--- src/rtl/mips_multicycle_ctrl.sv ---
// Multicycle MIPS control unit: Moore main-decoder FSM plus a combinational ALU decoder.
// All enables and selects are held at their idle values while reset is low.
module mips_multicycle_ctrl #(
  parameter logic [5:0] OP_RTYPE = 6'b000000,
  parameter logic [5:0] OP_LW    = 6'b100011,
  parameter logic [5:0] OP_SW    = 6'b101011,
  parameter logic [5:0] OP_BEQ   = 6'b000100,
  parameter logic [5:0] OP_ADDI  = 6'b001000,
  parameter logic [5:0] OP_J     = 6'b000010
) (
  input  logic       clk,
  input  logic       reset,
  input  logic [5:0] Op,
  input  logic [5:0] Funct,
  input  logic       Zero,
  output logic       IorD,
  output logic       MemWrite,
  output logic       IRWrite,
  output logic       RegDst,
  output logic       MemtoReg,
  output logic       RegWrite,
  output logic       ALUSrcA,
  output logic [1:0] ALUSrcB,
  output logic [2:0] ALUControl,
  output logic [1:0] PCSrc,
  output logic       PCEn,
  output logic       Illegal,
  output logic [3:0] State
);

  localparam logic [3:0] S_FETCH  = 4'd0;
  localparam logic [3:0] S_DECODE = 4'd1;
  localparam logic [3:0] S_MEMADR = 4'd2;
  localparam logic [3:0] S_MEMRD  = 4'd3;
  localparam logic [3:0] S_MEMWB  = 4'd4;
  localparam logic [3:0] S_MEMWR  = 4'd5;
  localparam logic [3:0] S_EXEC   = 4'd6;
  localparam logic [3:0] S_ALUWB  = 4'd7;
  localparam logic [3:0] S_BEQ    = 4'd8;
  localparam logic [3:0] S_ADDIEX = 4'd9;
  localparam logic [3:0] S_ADDIWB = 4'd10;
  localparam logic [3:0] S_JUMP   = 4'd11;

  localparam logic [2:0] ALU_ADD = 3'b010;
  localparam logic [2:0] ALU_SUB = 3'b110;
  localparam logic [2:0] ALU_AND = 3'b000;
  localparam logic [2:0] ALU_OR  = 3'b001;
  localparam logic [2:0] ALU_SLT = 3'b111;

  logic [3:0] state_q, state_d;
  logic       iord, mem_write, ir_write, reg_dst, mem_to_reg, reg_write;
  logic       alu_src_a, pc_write, branch, illegal;
  logic [1:0] alu_src_b, pc_src;
  logic [2:0] alu_ctrl;

  always_ff @(posedge clk or negedge reset) begin
    if (!reset) state_q <= S_FETCH;
    else        state_q <= state_d;
  end

  always_comb begin
    state_d    = S_FETCH;
    iord       = 1'b0;
    mem_write  = 1'b0;
    ir_write   = 1'b0;
    reg_dst    = 1'b0;
    mem_to_reg = 1'b0;
    reg_write  = 1'b0;
    alu_src_a  = 1'b0;
    alu_src_b  = 2'b00;
    alu_ctrl   = ALU_ADD;
    pc_src     = 2'b00;
    pc_write   = 1'b0;
    branch     = 1'b0;
    illegal    = 1'b0;
    case (state_q)
      S_FETCH: begin
        alu_src_b = 2'b01;
        ir_write  = 1'b1;
        pc_write  = 1'b1;
        state_d   = S_DECODE;
      end
      S_DECODE: begin
        // ALU precomputes the branch target while the opcode is examined.
        alu_src_b = 2'b11;
        case (Op)
          OP_LW, OP_SW: state_d = S_MEMADR;
          OP_RTYPE:     state_d = S_EXEC;
          OP_BEQ:       state_d = S_BEQ;
          OP_ADDI:      state_d = S_ADDIEX;
          OP_J:         state_d = S_JUMP;
          default: begin
            state_d = S_FETCH;
            illegal = 1'b1;
          end
        endcase
      end
      S_MEMADR: begin
        alu_src_a = 1'b1;
        alu_src_b = 2'b10;
        state_d   = (Op == OP_LW) ? S_MEMRD : S_MEMWR;
      end
      S_MEMRD: begin
        iord    = 1'b1;
        state_d = S_MEMWB;
      end
      S_MEMWB: begin
        mem_to_reg = 1'b1;
        reg_write  = 1'b1;
      end
      S_MEMWR: begin
        iord      = 1'b1;
        mem_write = 1'b1;
      end
      S_EXEC: begin
        alu_src_a = 1'b1;
        state_d   = S_ALUWB;
        // An unknown funct still computes (as add) and writes back; it is only flagged.
        case (Funct)
          6'b100000: alu_ctrl = ALU_ADD;
          6'b100010: alu_ctrl = ALU_SUB;
          6'b100100: alu_ctrl = ALU_AND;
          6'b100101: alu_ctrl = ALU_OR;
          6'b101010: alu_ctrl = ALU_SLT;
          default:   illegal  = 1'b1;
        endcase
      end
      S_ALUWB: begin
        reg_dst   = 1'b1;
        reg_write = 1'b1;
      end
      S_BEQ: begin
        alu_src_a = 1'b1;
        alu_ctrl  = ALU_SUB;
        pc_src    = 2'b01;
        branch    = 1'b1;
      end
      S_ADDIEX: begin
        alu_src_a = 1'b1;
        alu_src_b = 2'b10;
        state_d   = S_ADDIWB;
      end
      S_ADDIWB: begin
        reg_write = 1'b1;
      end
      S_JUMP: begin
        pc_src   = 2'b10;
        pc_write = 1'b1;
      end
      default: state_d = S_FETCH;
    endcase
  end

  assign IorD       = reset & iord;
  assign MemWrite   = reset & mem_write;
  assign IRWrite    = reset & ir_write;
  assign RegDst     = reset & reg_dst;
  assign MemtoReg   = reset & mem_to_reg;
  assign RegWrite   = reset & reg_write;
  assign ALUSrcA    = reset & alu_src_a;
  assign ALUSrcB    = reset ? alu_src_b : 2'b00;
  assign ALUControl = reset ? alu_ctrl : ALU_ADD;
  assign PCSrc      = reset ? pc_src : 2'b00;
  assign PCEn       = reset & (pc_write | (branch & Zero));
  assign Illegal    = reset & illegal;
  assign State      = state_q;

endmodule
--- config.mk ---
export PLATFORM = sky130hd
export DESIGN_NAME = mips_multicycle_ctrl
export DESIGN_NICKNAME = d
export VERILOG_FILES = /design/src/rtl/mips_multicycle_ctrl.sv
export SDC_FILE = /design/constraint.sdc
export NUM_CORES = 1
export LEC_CHECK = 0
export ABC_CLOCK_PERIOD_IN_PS = 1300
export CAP_MARGIN = 20
export CORE_MARGIN = 8
export CORE_UTILIZATION = 32
export DETAILED_ROUTE_END_ITERATION = 8
export GPL_TIMING_DRIVEN = 0
export PLACE_DENSITY = 0.77
export RECOVER_POWER = 100
export SYNTH_ARGS = -nofsm -noshare
export SYNTH_HDL_FRONTEND = slang
export SYNTH_SLANG_ARGS = --single-unit
--- constraint.sdc ---
create_clock -name clk -period 1.3 [get_ports clk]
set_clock_uncertainty 0.05 [all_clocks]
set_input_delay 0.13 -clock clk [delete_from_list [all_inputs] [get_ports clk]]
set_output_delay 0.13 -clock clk [all_outputs]
set_load 0.02 [all_outputs]
==> reports/results.txt <==
register clock-pin slew on the reported worst setup and hold paths - 40 ps
Area growth, synth to finish - 178%
Pwr Total - 0.00177 W
Overflow after GRT - 0
layout cell share with drive strength beyond 1 - 0.707
Nets - 167
crit path capture type - output pin
input/output buffers - 34
Rows - 15
Compound-Gate Fraction of Synth Area - 0.229
max reg flops - 4
largest net degree at the start of global routing - 11
CP Launch Type - flip-flop
main combinational cell family by area after synthesis - simple AND/OR/NAND/NOR gates
critical path class - reg -> out
number of nets with antenna violations after routing - 0
Main synth FF type - dfrtp_1
Mapped Area - 562 um^2
drt drc - 0
GPL Wtd Cong - 0.823
Syn Area/Cell - 7.11 um^2
Yosys reg bits - 4
Seq/Total Area, Yosys - 0.178
post-synthesis simple-gate area fraction - 0.452
Mapped Cells - 79
CTS max path bufs - 2
Final Cell Area - 1560 um^2
Vias/cell - 5.78
fill count - 60
pre-CTS WS - -1140 ps
HPWL after detailed placement - 1620 um
relative slew slack - 0.617
RSZ-0062 raised after global routing - true
DIE AREA - 3350 um^2
Hold WS - 380 ps
min Tclk post-route - 1710 ps
EDFF count, synth - 0
synth warn - 0
number of global-route vias before repair - 990
peak supply drop - 1.57 mV
average detailed-routed wire length per instance - 22.0 um
actual slew at the worst max-slew pin - 573 ps
DRT iter0 DRCs - 32
largest cells by area after synthesis - dfrtp_1, nor2_1, nand2b_1
TritonCTS Buffers - 3
WP data required - 1120 ps
Cell Area, Placed - 1040 um^2
mux cell area share after synthesis - 0.0178
Async S/R FF share, synth - 1.00
number of distinct library cells after synthesis - 33
Power Density - 1130 nW/um^2
Tot GR Track Use - 0.184
worst path arrival time - 1530 ps
core area - 1690 um^2
final number of hold-violating endpoints - 0
f_max - 586 MHz
I/O pin count - 35
first-pass GRT wire length - 4900 um
Setup WS post-layout - -406 ps
Max-Cap Viols - 0
H-tree depth - 1
final setup violation count - 20
Yosys top cell by area - dfrtp_1
Tcrit/Tclk final - 1.31
Die H - 57.9 um
CTS tree - yes
Slew Viols, Final - 0
commonest cells after routing, fill and taps aside - buf_4, buf_6, nor2_4, dlygate4sd2_1
Starting Density - 0.333
root buffer selected by CTS - clkbuf_4
Synthesized Nets - 94
most common cell after layout, fill and taps aside - buf_4
Worst-Skew Late Latency - 230 ps
initial antenna violation count - 1
CTS sink count - 4
Hold Crit Class - in -> async
crit path max fanout - 3
xor-xnor portion of the synthesized cell area - 0.0624
DRT Pass-1 Iters - 4
status - finished, violations left
Adder-Cell Fraction of Synth Area - 0
routed wire length - 3700 um
Die Width - 57.9 um
Lkg Pwr - 0.663 nW
Vias - 971
failing checks - negative setup slack
Synth top area share - 0.178
==> metrics by stage <==
| step | utilization | std cells | TNS (ps) |
|---|---|---|---|
| 6_report | 0.924 | 168 | -5700 |
| 2_1_floorplan | - | 79 | -525 |
| 3_5_place_dp | 0.618 | 130 | -16890 |
| 5_1_grt | 0.924 | 168 | -6360 |
| 3_3_place_gp | 0.618 | 130 | -16180 |
| 4_1_cts | 0.819 | 158 | -4140 |
==> layout make-up <==
type,count,area (um^2),share of cell area
Multi-Input combinational cell,66,701,0.449
Clock buffer,3,22.5,0.0144
Sequential cell,4,105,0.0674
Antenna cell,1,2.50,0.00160
Tap cell,17,21.3,0.0136
Timing Repair Buffer,68,617,0.395
Buffer,5,73.8,0.0473
Inverter,4,17.5,0.0112
==> logic make-up after synthesis <==
logic type | count (synthesis)
multiplexers | 1
buffers and inverters | 9
XOR/XNOR | 4
flip-flops | 4
AO/OA/AOI/OAI | 17
AND/OR/NAND/NOR | 44
==> worst max-delay path, stage by stage (launching register included) <==
cell     delay [ps]
dfrtp_2         430
nor3b_4         230
nand4_1         160
buf_4           180
buf_6           110
nor2_4           70
buf_6           120
==> cell usage after synthesis, drive strengths merged, types with 2 or more instances <==
| cell type | count |
|---|---|
| o22ai | 2 |
| nand3 | 5 |
| nand2b | 5 |
| nand2 | 2 |
| nor3b | 4 |
| clkbuf | 3 |
| nor3 | 3 |
| a21oi | 4 |
| xnor2 | 3 |
| or4 | 4 |
| inv | 4 |
| or3b | 2 |
| or3 | 3 |
| nor2b | 2 |
| buf | 2 |
| dfrtp | 4 |
| and3 | 2 |
| nand4 | 2 |
| o21ai | 2 |
| nor2 | 9 |
==> per-layer routing <==
metal	track usage	share of wire	routed length, um
met2	0.323	0.51	1890
met3	0.0530	0.095	351
met5	0	0	0
met4	0.0769	0.011	42
met1	0.201	0.38	1420
==> timing repair <==
action	4_1_cts	5_1_grt
resized for setup	141	33
buffers inserted	24	9
endpoints found under the hold margin	4	0
setup endpoints to repair	24	23
pin swaps	10	9
hold buffers	1	0
==> where the power goes <==
part / internal [W] / switching, W / total (W)
Sequential: 0.000158 / 0.0000400 / 0.000198
Combinational: 0.000706 / 0.000706 / 0.00141
Clock: 0.000104 / 0.0000556 / 0.000159
==> worst paths after layout <==
| check | startpoint | to | slack, ps | cells after the start |
|---|---|---|---|---|
| worst max-delay path | State[3] | ALUControl[0] | -410 | 6 |
| max in group asynchronous | reset | State[2] | 610 | 2 |
| worst min-delay path | reset | State[0] | 380 | 2 |
| worst max register to register | State[1] | State[0] | -360 | 5 |
| min in group clk | Op[3] | State[3] | 430 | 3 |
| worst min register to register | State[2] | State[3] | 660 | 3 |
Note: power is estimated with default switching activity, not from simulation.
==> patch 1, RTL diff (config.mk and constraints unchanged) <==
Put a register stage on the output `MemtoReg`, without a reset. The value now appears one clock later. The other outputs are not delayed to match.
--- a/src/rtl/mips_multicycle_ctrl.sv
+++ b/src/rtl/mips_multicycle_ctrl.sv
@@ -155,7 +155,9 @@
   assign MemWrite   = reset & mem_write;
   assign IRWrite    = reset & ir_write;
   assign RegDst     = reset & reg_dst;
-  assign MemtoReg   = reset & mem_to_reg;
+  always_ff @(posedge clk) begin
+    MemtoReg <= reset & mem_to_reg;
+  end
   assign RegWrite   = reset & reg_write;
   assign ALUSrcA    = reset & alu_src_a;
   assign ALUSrcB    = reset ? alu_src_b : 2'b00;
Formal check against the unedited RTL: not equivalent (a bounded check fails within 10 cycles, from zero or initial values and one cycle with reset low).
==> patch 1 against the unedited design <==
The run still ends with setup timing left. Power decreased by 7.9%. Critical path depth decreased by 1. Highest routed layer unchanged. Area after synthesis increased by 3.6%. Sequential cell count increased by 1. Wire length decreased by 6.9%. Final area decreased by 8.7%. Critical path type unchanged. Setup slack got worse by 24 ps. Register-to-register slack improved by 130 ps.
==> patch 1: results (changes against the unedited design) <==
Finish:
- The final net count is 153 (was 167).
- The ratio of cells with drive above 1 in the final layout is 67.9% (was 70.7%).
- The number of diodes came to 0 (was 1).
- The number of filler instances in the final layout is 109 (was 60).

Yosys:
- The fraction of registers with async set/reset came to 80.0% (was 100%).
- Dominant cells by area after synthesis: sky130_fd_sc_hd__dfrtp_1 (17%), sky130_fd_sc_hd__nor2_1 (5.8%), sky130_fd_sc_hd__nand2b_1 (5.4%) (was sky130_fd_sc_hd__dfrtp_1 (18%), sky130_fd_sc_hd__nor2_1 (6.0%), sky130_fd_sc_hd__nand2b_1 (5.6%)).
- The count of warnings emitted by yosys was 0 (unchanged).
- The number of library cell types mapped by synthesis is 34 (was 33).
- The sequential fraction of the synthesis area is 20.6% (was 17.8%).
- The number of nets in the synthesized netlist was 95 (was 94).

Status:
- Status: finished with violations (unchanged).
- Failing checks: setup timing (unchanged).

Timing:
- The measured slew at the worst slew-check pin is 290 ps (was 573 ps).
- The smallest setup slack after layout was -430 ps (was -406 ps).
- The final sum of negative setup slack came to -5370 ps (was -5700 ps).
- The setup-violating endpoint count in the final report is 20 (unchanged).

Clocking:
- The later-pin clock latency in the skew report was 270 ps (was 230 ps).
- The deepest level of the CTS H-tree is 1 (unchanged).
- The post-CTS clock slew at the launch and capture registers of the worst setup and hold paths was 60 ps (was 40 ps).
- The number of buffers between clock root and the deepest sink was 2 (unchanged).

Setup path:
- The data arrival at the endpoint of the critical path is 1550 ps (was 1530 ps).
- The dominant delay contributor by cell family on the critical path is simple AND/OR/NAND/NOR gates (unchanged).
- The maximum fanout encountered on the critical timing path was 3 (unchanged).

Routing:
- The total iterations of the first detailed-routing run is 4 (unchanged).
- The initial DRC count came to 23 (was 32).
- The number of vias per cell was 5.72 (was 5.78).
- The wire length reported by the detailed router is 3.44 mm (was 3.70 mm).

Place:
- The minimum setup slack after placement is -1120 ps (was -1140 ps).
- The weighted congestion at the end of routability-driven global placement was 0.822 (was 0.823).
- The total cell area at the placement stage is 0.00107 mm² (was 0.00104 mm²).
- The placed wire-length estimate after detailed placement is 1.71 mm (was 1.62 mm).
- The number of buffers inserted by port buffering is 34 (unchanged).

GRT:
- The via count of the first global-routing pass came to 931 (was 990).
- The initial antenna violation count is 0 (was 1).
- The first-pass GRT wire length was 4.48 mm (was 4.90 mm).
- The global routing usage summed across all routing layers is 16.9% (was 18.4%).

Pwr:
- The maximum resistive drop on vdd is 0.901 mV (was 1.57 mV).
- The leakage power is 0.592 nW (was 0.663 nW).
-- patch 1: cell count changes after synthesis, sizes merged --
| cell | delta |
|---|---|
| dfxtp | +1 |
-- patch 1: cell families after synthesis --
| group | count (synthesis) | share of synthesized area, % |
|---|---|---|
| multiplexers | 1 | 1.72 |
| AND/OR/NAND/NOR | 44 | 43.7 |
| XOR/XNOR | 4 | 6.02 |
| AO/OA/AOI/OAI | 17 | 22.2 |
| buffers and inverters | 9 | 5.81 |
| flip-flops | 5 | 20.6 |
-- patch 1: per-layer routing --
layer | up-vias | wire, µm | track usage [%]
met1 | 450 | 1330 | 18.1
met4 | 0 | 96 | 9.90
met2 | 54 | 1760 | 29.6
met3 | 11 | 257 | 3.91
li1 | 411 | - | -
met5 | - | 0 | 0
-- patch 1: through the flow --
step                      hold WS, ps  cells
after floorplan                  -216     80
after global placement            300    139
after detailed placement          319    139
after CTS                         332    160
after global routing              357    162
final                             335    162
-- patch 1: final timing paths --
check | startpoint | endpoint | slack (ps) | cells past startpoint
worst max-delay path | State[3] | ALUControl[1] | -430 | 5
worst min-delay path | reset | State[2] | 340 | 2
worst max register to register | State[3] | State[1] | -230 | 5
worst min register to register | State[0] | State[0] | 660 | 2
max in group asynchronous | reset | State[0] | 660 | 2
min in group clk | Op[2] | State[1] | 390 | 3
-- patch 1: repair_timing --
action	CTS	global route
buffers inserted	15	2
cloned	1	0
setup endpoints to repair	25	22
pin swaps	9	10
gates resized for setup	129	29
hold endpoints to repair	4	0
hold buffers	1	0
-- patch 1: worst register-to-register path, stage by stage (launching register included) --
cell                       delay (ps)
sky130_fd_sc_hd__dfrtp_2          440
sky130_fd_sc_hd__clkbuf_8         160
sky130_fd_sc_hd__buf_6            130
sky130_fd_sc_hd__buf_6            120
sky130_fd_sc_hd__or4_1            460
sky130_fd_sc_hd__nand3_1           90
-- patch 1: area by class of cell --
cell class	count	area [µm²]	share of cell area (%)
Buffer	5	62.6	4.39
Clock buffer	3	22.5	1.58
Clock inverter	1	5.00	0.351
Inverter	4	15.0	1.05
Multi-Input combinational cell	66	684	48.1
Sequential cell	5	125	8.79
Tap cell	25	31.3	2.20
Timing Repair Buffer	53	478	33.6
-- patch 1: power breakdown --
part           internal (mW)  switching (mW)
combinational          0.552           0.621
sequential             0.189          0.0497
clock                  0.114           0.103
total                  0.855           0.774
==> patch 2, RTL diff (same settings) <==
Made on the original files. Add an input register stage for `Op`, `Funct` and `Zero`, with the module's reset; this delays them by one clock.
--- a/src/rtl/mips_multicycle_ctrl.sv
+++ b/src/rtl/mips_multicycle_ctrl.sv
@@ -47,6 +47,22 @@
   localparam logic [2:0] ALU_OR  = 3'b001;
   localparam logic [2:0] ALU_SLT = 3'b111;
 
+  logic [5:0] Op_q;
+  logic [5:0] Funct_q;
+  logic Zero_q;
+
+  always_ff @(posedge clk or negedge reset) begin
+    if (!reset) begin
+      Op_q    <= '0;
+      Funct_q <= '0;
+      Zero_q  <= '0;
+    end else begin
+      Op_q    <= Op;
+      Funct_q <= Funct;
+      Zero_q  <= Zero;
+    end
+  end
+
   logic [3:0] state_q, state_d;
   logic       iord, mem_write, ir_write, reg_dst, mem_to_reg, reg_write;
   logic       alu_src_a, pc_write, branch, illegal;
@@ -83,7 +99,7 @@
       S_DECODE: begin
         // ALU precomputes the branch target while the opcode is examined.
         alu_src_b = 2'b11;
-        case (Op)
+        case (Op_q)
           OP_LW, OP_SW: state_d = S_MEMADR;
           OP_RTYPE:     state_d = S_EXEC;
           OP_BEQ:       state_d = S_BEQ;
@@ -98,7 +114,7 @@
       S_MEMADR: begin
         alu_src_a = 1'b1;
         alu_src_b = 2'b10;
-        state_d   = (Op == OP_LW) ? S_MEMRD : S_MEMWR;
+        state_d   = (Op_q == OP_LW) ? S_MEMRD : S_MEMWR;
       end
       S_MEMRD: begin
         iord    = 1'b1;
@@ -116,7 +132,7 @@
         alu_src_a = 1'b1;
         state_d   = S_ALUWB;
         // An unknown funct still computes (as add) and writes back; it is only flagged.
-        case (Funct)
+        case (Funct_q)
           6'b100000: alu_ctrl = ALU_ADD;
           6'b100010: alu_ctrl = ALU_SUB;
           6'b100100: alu_ctrl = ALU_AND;
@@ -161,7 +177,7 @@
   assign ALUSrcB    = reset ? alu_src_b : 2'b00;
   assign ALUControl = reset ? alu_ctrl : ALU_ADD;
   assign PCSrc      = reset ? pc_src : 2'b00;
-  assign PCEn       = reset & (pc_write | (branch & Zero));
+  assign PCEn       = reset & (pc_write | (branch & Zero_q));
   assign Illegal    = reset & illegal;
   assign State      = state_q;
 
Function: changed (Yosys sat finds a counterexample within 4 cycles, from zero or initial values and one cycle with reset low).
==> patch 2 against the unedited design <==
The flow finishes with violations (hold timing, setup timing). Register-to-register slack improved by 110 ps. Area after synthesis is 62% higher. Wire length shrank 27%. Power up 17%. Critical path depth shrank 2. Non-clock buffer count down 16. Utilization shrank 31 points. Setup slack got worse by 160 ps. Sequential share of layout area up 19 points. Final area up 7.1%. Sequential cell count rose by 13. Combinational power shrank 20%. Die area rose by 44%. Synthesized cell count rose by 19%.
==> patch 2: results (changes against the unedited design) <==
GRT:
- The via count of the first global-routing pass came to 1003 (was 990).
- The total overflow reported by the global router came to 0 (unchanged).
- The global routing usage summed across all routing layers is 10.6% (was 18.4%).
- The initial antenna violation count is 0 (was 1).
- The first-pass GRT wire length is 4.43 mm (was 4.90 mm).

Clocking:
- The root buffer cell was sky130_fd_sc_hd__clkbuf_4 (unchanged).
- The post-CTS clock slew at the launch and capture registers of the worst setup and hold paths is 90 ps (was 40 ps).
- The later-pin clock latency in the skew report is 280 ps (was 230 ps).

Setup path:
- The maximum fanout encountered on the critical timing path is 6 (was 3).
- The data arrival at the endpoint of the critical path is 1690 ps (was 1530 ps).

Timing:
- The smallest setup slack after layout is -566 ps (was -406 ps).
- The measured slew at the worst slew-check pin is 572 ps (was 573 ps).
- The final hold slack is -125 ps (was 380 ps).
- The final sum of negative setup slack is -6520 ps (was -5700 ps).
- The setup-violating endpoint count in the final report is 19 (was 20).
- The number of endpoints with negative hold slack in the final report is 17 (was 0).

Status:
- Status: finished with violations (unchanged).
- Failing checks: hold timing, setup timing (was setup timing).

Place:
- The placed wire-length estimate after detailed placement came to 1.78 mm (was 1.62 mm).
- The number of instances in the placed design is 159 (was 130).
- The minimum setup slack after placement is -1450 ps (was -1140 ps).
- The weighted congestion at the end of routability-driven global placement is 0.792 (was 0.823).

Finish:
- The number of diodes is 0 (was 1).
- The ratio of cells with drive above 1 in the final layout is 58.9% (was 70.7%).
- The number of filler instances in the final layout is 222 (was 60).

Yosys:
- The number of library cell types mapped by synthesis is 35 (was 33).
- Dominant cells by area after synthesis: sky130_fd_sc_hd__dfrtp_1 (47%), sky130_fd_sc_hd__nor3_1 (3.8%), sky130_fd_sc_hd__nor2_1 (3.7%) (was sky130_fd_sc_hd__dfrtp_1 (18%), sky130_fd_sc_hd__nor2_1 (6.0%), sky130_fd_sc_hd__nand2b_1 (5.6%)).
- The portion of netlist area occupied by mux cells is 1.10% (was 1.78%).
- The number of nets in the synthesized netlist is 109 (was 94).
- The sequential fraction of the synthesis area was 46.6% (was 17.8%).
- The xor-xnor portion of the synthesized cell area came to 2.88% (was 6.24%).
- Ranking of synthesized cells by instance count: sky130_fd_sc_hd__dfrtp_1 (17), sky130_fd_sc_hd__nor2_1 (9), sky130_fd_sc_hd__nor3_1 (7) (was sky130_fd_sc_hd__nor2_1 (9), sky130_fd_sc_hd__nand2b_1 (5), sky130_fd_sc_hd__nand3_1 (5)).
- The mean instance size in the synthesized netlist was 9.70 µm² (was 7.11 µm²).
- The area fraction in compound gates after synthesis is 14.3% (was 22.9%).

Pwr:
- The maximum resistive drop on vdd is 0.823 mV (was 1.57 mV).
- The leakage power is 0.701 nW (was 0.663 nW).

Routing:
- The via count is 943 (was 971).
- The number of vias per cell is 5.18 (was 5.78).
- The wire length reported by the detailed router came to 2.69 mm (was 3.70 mm).
- The initial DRC count is 28 (was 32).

Min path:
- The class of the tightest hold or removal check is primary input to asynchronous set/reset pin (unchanged).
patch 2: cell count changes after synthesis, moves of 3 or more:
cell,change
sky130_fd_sc_hd__dfrtp_1,+13
sky130_fd_sc_hd__buf_2,+3
sky130_fd_sc_hd__nor3_1,+4
sky130_fd_sc_hd__or4_1,-3
sky130_fd_sc_hd__clkbuf_1,-3
patch 2: cell type report:
class	instances	share of cell area [%]
repair buffers	53	29.2
multi-input cells	70	37.4
well taps	31	2.32
clock buffers	4	1.57
plain buffers	4	2.69
inverters	3	0.823
flip-flops and latches	17	26.0
patch 2: final timing paths:
kind | start | to | slack [ps] | cells past startpoint
setup reg to reg | State[1] | State[1] | -250 | 8
max in group asynchronous | reset | State[3] | 920 | 1
setup / recovery | State[1] | RegWrite | -570 | 4
min in group clk | Op[4] | Op_q[4] | 220 | 1
hold / removal | reset | Op_q[5] | -120 | 1
hold reg to reg | State[3] | State[3] | 630 | 2
patch 2: kinds of logic (layout without fill, tap and decap cells):
family	Yosys count	count (layout)
xor+xnor	3	3
buf+inv	7	64
compound gates	19	19
simple gates	47	47
flops	17	17
mux	1	1
patch 2: critical path, stage by stage (launching register included):
cell	delay [ps]
sky130_fd_sc_hd__dfrtp_2	400
sky130_fd_sc_hd__inv_1	160
sky130_fd_sc_hd__or4_1	530
sky130_fd_sc_hd__a21oi_2	150
sky130_fd_sc_hd__buf_2	170
patch 2: power breakdown:
group | switching [mW] | total [mW] | internal, mW
Sequential | 0.0719 | 0.656 | 0.584
Combinational | 0.562 | 1.13 | 0.569
Clock | 0.156 | 0.274 | 0.119
patch 2: what timing repair did:
item | CTS | global route
pin swaps | 9 | 10
hold endpoints to repair | 17 | 17
gates resized for setup | 127 | 30
setup buffers | 12 | 8
setup endpoints to repair | 22 | 21
patch 2: through the flow:
stage	utilization (%)	power [mW]	hold WS, ps	cell area (µm²)
2_1_floorplan	-	1.13	-216	968
3_3_place_gp	49.3	1.43	525	1350
3_5_place_dp	49.3	1.44	528	1350
4_1_cts	55.4	1.88	-126	1520
5_1_grt	61.1	2.19	-118	1670
6_report	61.1	2.06	-125	1670
patch 2: metal layers:
metal / up-vias / GRT usage (%) / wire length, µm
li1: 456 / - / -
met4: 0 / 3.19 / 20
met1: 449 / 10.8 / 1100
met3: 4 / 3.86 / 188
met5: - / 0 / 0
met2: 34 / 19.7 / 1380
